### src/rtl/fetch_unit_if.sv
`default_nettype none
// ============================================================================
// Module   : fetch_unit_if
// Brief    : Fetch-stage bundle: imem request/response, redirect, decode side.
// Revision : 1.0 - initial release
// ============================================================================
interface fetch_unit_if;
  logic        imem_req_valid;
  logic        imem_req_ready;
  logic [31:0] imem_req_addr;
  logic        imem_rsp_valid;
  logic [31:0] imem_rsp_data;
  logic        redirect;
  logic [31:0] redirect_target;
  logic        instr_valid;
  logic        instr_ready;
  logic [31:0] instr;
  logic [31:0] instr_pc;
  logic [31:0] instr_pc_plus4;
`ifdef FETCH_MISALIGN_CHECK_EN
  logic        fetch_misaligned;
`endif

  modport master (
`ifdef FETCH_MISALIGN_CHECK_EN
    output fetch_misaligned,
`endif
    output imem_req_valid, imem_req_addr,
    input  imem_req_ready, imem_rsp_valid, imem_rsp_data,
    input  redirect, redirect_target,
    output instr_valid, instr, instr_pc, instr_pc_plus4,
    input  instr_ready
  );

  modport slave (
`ifdef FETCH_MISALIGN_CHECK_EN
    input  fetch_misaligned,
`endif
    input  imem_req_valid, imem_req_addr,
    output imem_req_ready, imem_rsp_valid, imem_rsp_data,
    output redirect, redirect_target,
    input  instr_valid, instr, instr_pc, instr_pc_plus4,
    output instr_ready
  );
endinterface
`default_nettype wire

### src/rtl/fetch_unit.sv
`default_nettype none
// ============================================================================
// Module   : fetch_unit
// Brief    : Credit-based in-order instruction fetch with redirect/discard.
//            Optional macro FETCH_MISALIGN_CHECK_EN traps misaligned targets.
// Revision : 1.0 - initial release
// ============================================================================
module fetch_unit #(
  parameter logic [31:0] RESET_PC  = 32'h0000_0000,
  parameter int          BUF_DEPTH = 2
) (
  input  logic         clk,
  input  logic         rst_n,
  fetch_unit_if.master bus
);
  localparam int              c_aw    = $clog2(BUF_DEPTH);
  localparam int              c_cw    = c_aw + 1;
  localparam logic [c_cw:0]   c_limit = (c_cw + 1)'(BUF_DEPTH);

  logic [31:0]     r_pc;
  logic [c_cw-1:0] r_inflight;
  logic [c_cw-1:0] r_discard;
  logic [c_cw-1:0] r_count;
  logic [c_aw-1:0] r_rd_ptr;
  logic [c_aw-1:0] r_wr_ptr;
  logic [c_aw-1:0] r_tag_rd;
  logic [c_aw-1:0] r_tag_wr;
  logic [31:0]     r_fifo_data [BUF_DEPTH];
  logic [31:0]     r_fifo_pc   [BUF_DEPTH];
  logic [31:0]     r_tag       [BUF_DEPTH];

  logic        w_credit;
  logic        w_req_valid;
  logic        w_accept;
  logic        w_head_valid;
  logic        w_pop;
  logic        w_rsp_keep;
  logic        w_rsp_drop;
  logic [31:0] w_target;

  // Outstanding plus buffered never exceeds the FIFO size, so responses always fit.
  assign w_credit = ({1'b0, r_inflight} + {1'b0, r_count}) < c_limit;

`ifdef FETCH_MISALIGN_CHECK_EN
  logic r_misaligned;
  logic w_misalign;
  assign w_target    = bus.redirect_target;
  assign w_misalign  = (bus.redirect_target[1:0] != 2'b00);
  assign w_req_valid = rst_n & w_credit & ~bus.redirect & ~r_misaligned;
  assign bus.fetch_misaligned = r_misaligned;
`else
  assign w_target    = bus.redirect_target & 32'hFFFF_FFFC;
  assign w_req_valid = rst_n & w_credit & ~bus.redirect;
`endif

  assign w_accept     = w_req_valid & bus.imem_req_ready;
  assign w_head_valid = (r_count != '0);
  assign w_pop        = w_head_valid & bus.instr_ready;
  assign w_rsp_keep   = bus.imem_rsp_valid & ~bus.redirect & (r_discard == '0);
  assign w_rsp_drop   = bus.imem_rsp_valid & ~bus.redirect & (r_discard != '0);

  always_ff @(posedge clk or negedge rst_n) begin
    if (!rst_n) begin
      r_pc       <= RESET_PC;
      r_inflight <= '0;
      r_discard  <= '0;
      r_count    <= '0;
      r_rd_ptr   <= '0;
      r_wr_ptr   <= '0;
      r_tag_rd   <= '0;
      r_tag_wr   <= '0;
`ifdef FETCH_MISALIGN_CHECK_EN
      r_misaligned <= 1'b0;
`endif
    end else begin
      r_inflight <= r_inflight + c_cw'(w_accept) - c_cw'(bus.imem_rsp_valid);
      if (bus.redirect) begin
        // Everything still outstanding is wrong-path, except a response landing now.
        r_pc      <= w_target;
        r_discard <= r_inflight - c_cw'(bus.imem_rsp_valid);
        r_count   <= '0;
        r_rd_ptr  <= '0;
        r_wr_ptr  <= '0;
        r_tag_rd  <= '0;
        r_tag_wr  <= '0;
`ifdef FETCH_MISALIGN_CHECK_EN
        if (w_misalign) begin
          r_misaligned <= 1'b1;
        end
`endif
      end else begin
        if (w_accept) begin
          r_pc     <= r_pc + 32'd4;
          r_tag_wr <= r_tag_wr + c_aw'(1);
        end
        if (w_rsp_keep) begin
          r_wr_ptr <= r_wr_ptr + c_aw'(1);
          r_tag_rd <= r_tag_rd + c_aw'(1);
        end
        if (w_rsp_drop) begin
          r_discard <= r_discard - c_cw'(1);
        end
        if (w_pop) begin
          r_rd_ptr <= r_rd_ptr + c_aw'(1);
        end
        r_count <= r_count + c_cw'(w_rsp_keep) - c_cw'(w_pop);
      end
    end
  end

  always_ff @(posedge clk) begin
    if (w_accept) begin
      r_tag[r_tag_wr] <= r_pc;
    end
    if (w_rsp_keep) begin
      r_fifo_data[r_wr_ptr] <= bus.imem_rsp_data;
      r_fifo_pc[r_wr_ptr]   <= r_tag[r_tag_rd];
    end
  end

  assign bus.imem_req_valid = w_req_valid;
  assign bus.imem_req_addr  = r_pc;
  assign bus.instr_valid    = w_head_valid;
  assign bus.instr          = w_head_valid ? r_fifo_data[r_rd_ptr] : 32'h0;
  assign bus.instr_pc       = w_head_valid ? r_fifo_pc[r_rd_ptr] : 32'h0;
  assign bus.instr_pc_plus4 = w_head_valid ? (r_fifo_pc[r_rd_ptr] + 32'd4) : 32'h0;
endmodule
`default_nettype wire

### src/flat_wrapper.sv
// flat-port wrapper written by rule: the top's interface ports become plain ports
module fetch_unit_flat 
#(
  parameter logic [31:0] RESET_PC  = 32'h0000_0000,
  parameter int          BUF_DEPTH = 2
)
  (clk, rst_n, bus_imem_req_valid, bus_imem_req_addr, bus_imem_req_ready, bus_imem_rsp_valid, bus_imem_rsp_data, bus_redirect, bus_redirect_target, bus_instr_valid, bus_instr, bus_instr_pc, bus_instr_pc_plus4, bus_instr_ready);
  fetch_unit_if bus_i ();
  input  logic clk;
  input  logic rst_n;
  output wire logic [$bits(bus_i.imem_req_valid)-1:0] bus_imem_req_valid;
  output wire logic [$bits(bus_i.imem_req_addr)-1:0] bus_imem_req_addr;
  input wire logic [$bits(bus_i.imem_req_ready)-1:0] bus_imem_req_ready;
  input wire logic [$bits(bus_i.imem_rsp_valid)-1:0] bus_imem_rsp_valid;
  input wire logic [$bits(bus_i.imem_rsp_data)-1:0] bus_imem_rsp_data;
  input wire logic [$bits(bus_i.redirect)-1:0] bus_redirect;
  input wire logic [$bits(bus_i.redirect_target)-1:0] bus_redirect_target;
  output wire logic [$bits(bus_i.instr_valid)-1:0] bus_instr_valid;
  output wire logic [$bits(bus_i.instr)-1:0] bus_instr;
  output wire logic [$bits(bus_i.instr_pc)-1:0] bus_instr_pc;
  output wire logic [$bits(bus_i.instr_pc_plus4)-1:0] bus_instr_pc_plus4;
  input wire logic [$bits(bus_i.instr_ready)-1:0] bus_instr_ready;
  assign bus_imem_req_valid = bus_i.imem_req_valid;
  assign bus_imem_req_addr = bus_i.imem_req_addr;
  assign bus_i.imem_req_ready = bus_imem_req_ready;
  assign bus_i.imem_rsp_valid = bus_imem_rsp_valid;
  assign bus_i.imem_rsp_data = bus_imem_rsp_data;
  assign bus_i.redirect = bus_redirect;
  assign bus_i.redirect_target = bus_redirect_target;
  assign bus_instr_valid = bus_i.instr_valid;
  assign bus_instr = bus_i.instr;
  assign bus_instr_pc = bus_i.instr_pc;
  assign bus_instr_pc_plus4 = bus_i.instr_pc_plus4;
  assign bus_i.instr_ready = bus_instr_ready;
  fetch_unit #(.RESET_PC(RESET_PC), .BUF_DEPTH(BUF_DEPTH)) u_core (.clk(clk), .rst_n(rst_n), .bus(bus_i));
endmodule
### config.mk
export PLATFORM = sky130hd
export DESIGN_NAME = fetch_unit_flat
export DESIGN_NICKNAME = d
export VERILOG_FILES = /design/src/rtl/fetch_unit_if.sv /design/src/rtl/fetch_unit.sv /design/src/flat_wrapper.sv
export SDC_FILE = /design/constraint.sdc
export NUM_CORES = 1
export LEC_CHECK = 0
export BUFFER_PORTS_ARGS = -buffer_cell sky130_fd_sc_hd__buf_4
export CELL_PAD_IN_SITES_DETAIL_PLACEMENT = 1
export CELL_PAD_IN_SITES_GLOBAL_PLACEMENT = 1
export CORE_MARGIN = 1
export CORE_UTILIZATION = 50
export CTS_BUF_LIST = sky130_fd_sc_hd__clkbuf_4
export DETAILED_ROUTE_END_ITERATION = 10
export GPL_TIMING_DRIVEN = 0
export PLACE_DENSITY_LB_ADDON = 0.1
export SLEW_MARGIN = 40
export SYNTH_ARGS = -nofsm -noshare
export SYNTH_HDL_FRONTEND = slang
export SYNTH_SLANG_ARGS = --single-unit
### constraint.sdc
create_clock -name clk -period 16.7 [get_ports clk]
set_input_delay 3.34 -clock clk [delete_from_list [all_inputs] [get_ports clk]]
set_output_delay 3.34 -clock clk [all_outputs]
set_load 0.05 [all_outputs]
==> flow_summary.toml <==
[setup_path]
reg2reg_from = "u_core.r_count[0]"
arrival_ns = 4.68
worstPathMaxFanout = 10
worst_setup_path_start_kind = "flop"
cp.required_ns = 13.36
crit_type = "reg -> out"
r2r_end = "u_core.r_tag[0][7]"
r2r_setup_slack_ns = 13.40
r2r_cells = 9
cp-end-kind = "primary output"
crit_path_end = "bus_instr_pc_plus4[30]"
critPathLaunch = "u_core.r_rd_ptr"

[power_and_ir_drop]
p_seq_share_pct = 30.9
comb_power_share_pct = 50.0
vdd_drop_max_mv = 0.107
power_density_nw_per_um2 = 184
intPower_mw = 1.25
p_leak_nw = 4.89
swShare_pct = 46.9
p_sw_mw = 1.11
clockPowerShare_pct = 19.1

[sta]
slew_violations = 0
setup_tns_ns = 0
holdWs_ns = 0.550
fin_crit_ns = 8.02
grt_setup_unrepaired = "false"
slew_headroom_pct = 45.5
finalHoldViolCount = 0
max_freq_mhz = 125
worstMarginPinSlew_ns = 0.818
setup_violations = 0
fin_skew_ns = 0.0421
min_period_over_period_pct = 48.0

[clocking]
hold_buffers = 0
clock-sinks = 224
tritoncts = "done"
cts-root-buf = "clkbuf_4"
clockBufferDepth = 3
htree_levels = 2
cts_setup_buffers = 0
clkLatencyLatePin_ns = 0.68
numCtsBuffers = 56
clk_pin_slew_ns = 0.07
ctsResizeCount = 0

[global_routing]
busiest_layer = "met2"
gr-usage-met2_pct = 47.7
grt.overflow.total = 0
grt_max_degree = 42
grt_pass1_vias = 8135
grt_util_met3_pct = 5.25
grt_antenna_before_repair = 1
grtUsageTotal_pct = 27.8
grt_first_pass_wirelength_mm = 45.5
met1_usage_pct = 35.0

[final_layout]
final_util_pct = 65.0
area_delta_synth_final_pct = 25.5
post_layout_nonfiller_instances = 1358
layout.nets = 1131
drive_gt1_share_pct = 32.4

[detailed_routing]
wl_mm = 29.2
ant_nets = 0
drc = 0
drtIter0Drc = 448
drtPass1Iterations = 6
wl_per_cell_um = 21.5
via_per_inst = 5.71
vias = 7755

[synth]
synth_largest_area_cell = "edfxtp_1"
synth_top_area_share_pct = 54.1
synth_seq_area_share_pct = 63.9
syn-instance-count = 789
synth-edff-count = 184
ys_ff_latch = 224
synth_area_um2 = 10200
netlist_top_cells_area = "edfxtp_1, dfrtp_1, mux2i_1"
async_reset_ff_share_pct = 17.9
ys_warn_count = 0
yosysUniqueCellTypes = 60
ys.flop_type = "edfxtp_1"
syn_avg_cell_area_um2 = 12.9

[status]
status = "completed"

[die]
die_w_um = 145
die_h_um = 145
ios = 200
initial_core_util_pct = 51.8
rows = 51
coreArea_um2 = 19700
dieArea_um2 = 21000

[place]
dp_cells = 1261
portBuffers = 190
routabilityCongestion = 0.862
dp.final_hpwl_mm = 20.4

[worst_hold_path]
min_path_type = "reg -> reg"

[flow_run]
maxCapViolations = 0
-- cell usage in the layout, fill, tap and decap left out, types with 6 or more instances in the layout --
cell	netlist	routed
nand3_1	39	39
o211ai_1	9	9
a22oi_1	12	12
mux2i_1	59	59
buf_4	6	202
clkbuf_4	0	86
edfxtp_1	184	184
nor2_1	102	101
nand2_1	44	44
and2_1	9	8
mux2_2	33	33
ha_1	6	6
o21ai_0	22	22
dfrtp_1	40	40
nor4_1	6	6
nand3b_1	17	17
o31a_1	6	6
clkinv_1	0	6
a21oi_1	12	12
buf_2	10	14
xnor2_1	16	16
nor2b_1	9	9
a31oi_1	6	6
conb_1	1	6
clkbuf_1	23	23
inv_1	7	7
nor3_1	17	16
xor2_1	8	8
nand4_1	18	18
-- synth_stat cells, types with 17 or more instances --
master	number
edfxtp_1	184
nor2_1	102
mux2i_1	59
nand2_1	44
dfrtp_1	40
nand3_1	39
mux2_2	33
clkbuf_1	23
o21ai_0	22
nand4_1	18
nand3b_1	17
nor3_1	17
-- worst min-delay path by stage --
| stage | slack [ns] | startpoint | cells after the start | to |
|---|---|---|---|---|
| floorplan | 0.46 | u_core.r_tag_wr | 1 | u_core.r_tag_wr |
| global placement | 0.49 | u_core.r_tag_wr | 1 | u_core.r_tag_wr |
| detailed placement | 0.53 | u_core.bus.imem_req_addr[4] | 0 | u_core.r_tag[1][4] |
| CTS | 0.55 | u_core.bus.imem_req_addr[4] | 0 | u_core.r_tag[1][4] |
| global route | 0.57 | u_core.bus.imem_req_addr[4] | 0 | u_core.r_tag[1][4] |
| finish | 0.55 | u_core.bus.imem_req_addr[4] | 0 | u_core.r_tag[1][4] |
-- cell families (layout without fill, tap and decap cells) --
logic type               Yosys count  count (layout)  synth area share (%)
AND/OR/NAND/NOR                  294             294                  14.8
flip-flops                       224             224                  63.9
AO/OA/AOI/OAI                     94              94                  6.41
adder cells (fa/ha/maj)            7               7                 0.931
other                              1               8                0.0367
multiplexers                      92              92                  9.42
XOR/XNOR                          24              24                  2.06
buffers and inverters             53             350                  2.44
-- per-layer routing --
layer	vias up	wire length [µm]
met5	-	0
met4	0	660
met3	58	1850
met2	342	14700
met1	3822	11900
li1	3533	-
-- power by group through the flow --
stage	clock [mW]	combinational (mW)	sequential, mW
floorplan	0	0.773	0.763
global placement	0	1.15	0.736
detailed placement	0	1.18	0.738
CTS	0.462	1.18	0.728
global route	0.486	1.23	0.735
finish	0.452	1.18	0.729
-- flip-flops by register name (all words and copies together) (netlist names) --
| register | flops |
|---|---|
| u_core.r_tag | 60 |
| u_core.r_fifo_data | 64 |
| u_core.r_inflight | 2 |
| u_core.r_tag_rd | 1 |
| u_core.r_discard | 2 |
| u_core.r_wr_ptr | 1 |
| u_core.r_tag_wr | 1 |
| u_core.r_count | 2 |
| u_core.r_rd_ptr | 1 |
| u_core.r_fifo_pc | 60 |
| u_core.bus.imem_req_addr | 30 |
-- cell type report --
| type | count | area, µm² |
|---|---|---|
| fillers | 2041 | 6900 |
| well taps | 265 | 332 |
| repair buffers | 202 | 1540 |
| inverters | 7 | 26.3 |
| flip-flops and latches | 224 | 6530 |
| clock buffers | 86 | 646 |
| clock inverters | 9 | 38.8 |
| diodes | 2 | 5.00 |
| multi-input cells | 517 | 3480 |
| plain buffers | 46 | 223 |
-- worst max-delay path, cell delays in order, from the launching register on --
cell and delay [ns]:
dfrtp_1 0.35, buf_6 0.15, buf_6 0.16, buf_2 0.23, buf_1 0.61, mux2_2 0.34
ha_1 0.22, a21boi_0 0.59, nand4_1 0.44, o31a_1 0.41, nor3_1 0.23, buf_4 0.25
-- stage by stage --
step           instance area, µm²  worst slack, ns  total power, mW
2_1_floorplan               10200             7.96             1.54
6_report                    12800             8.68             2.36
3_3_place_gp                12000             5.22             1.88
3_5_place_dp                12100             8.76             1.92
4_1_cts                     12800             8.65             2.37
5_1_grt                     12800             8.50             2.46
(Power assumes the default switching activity.)
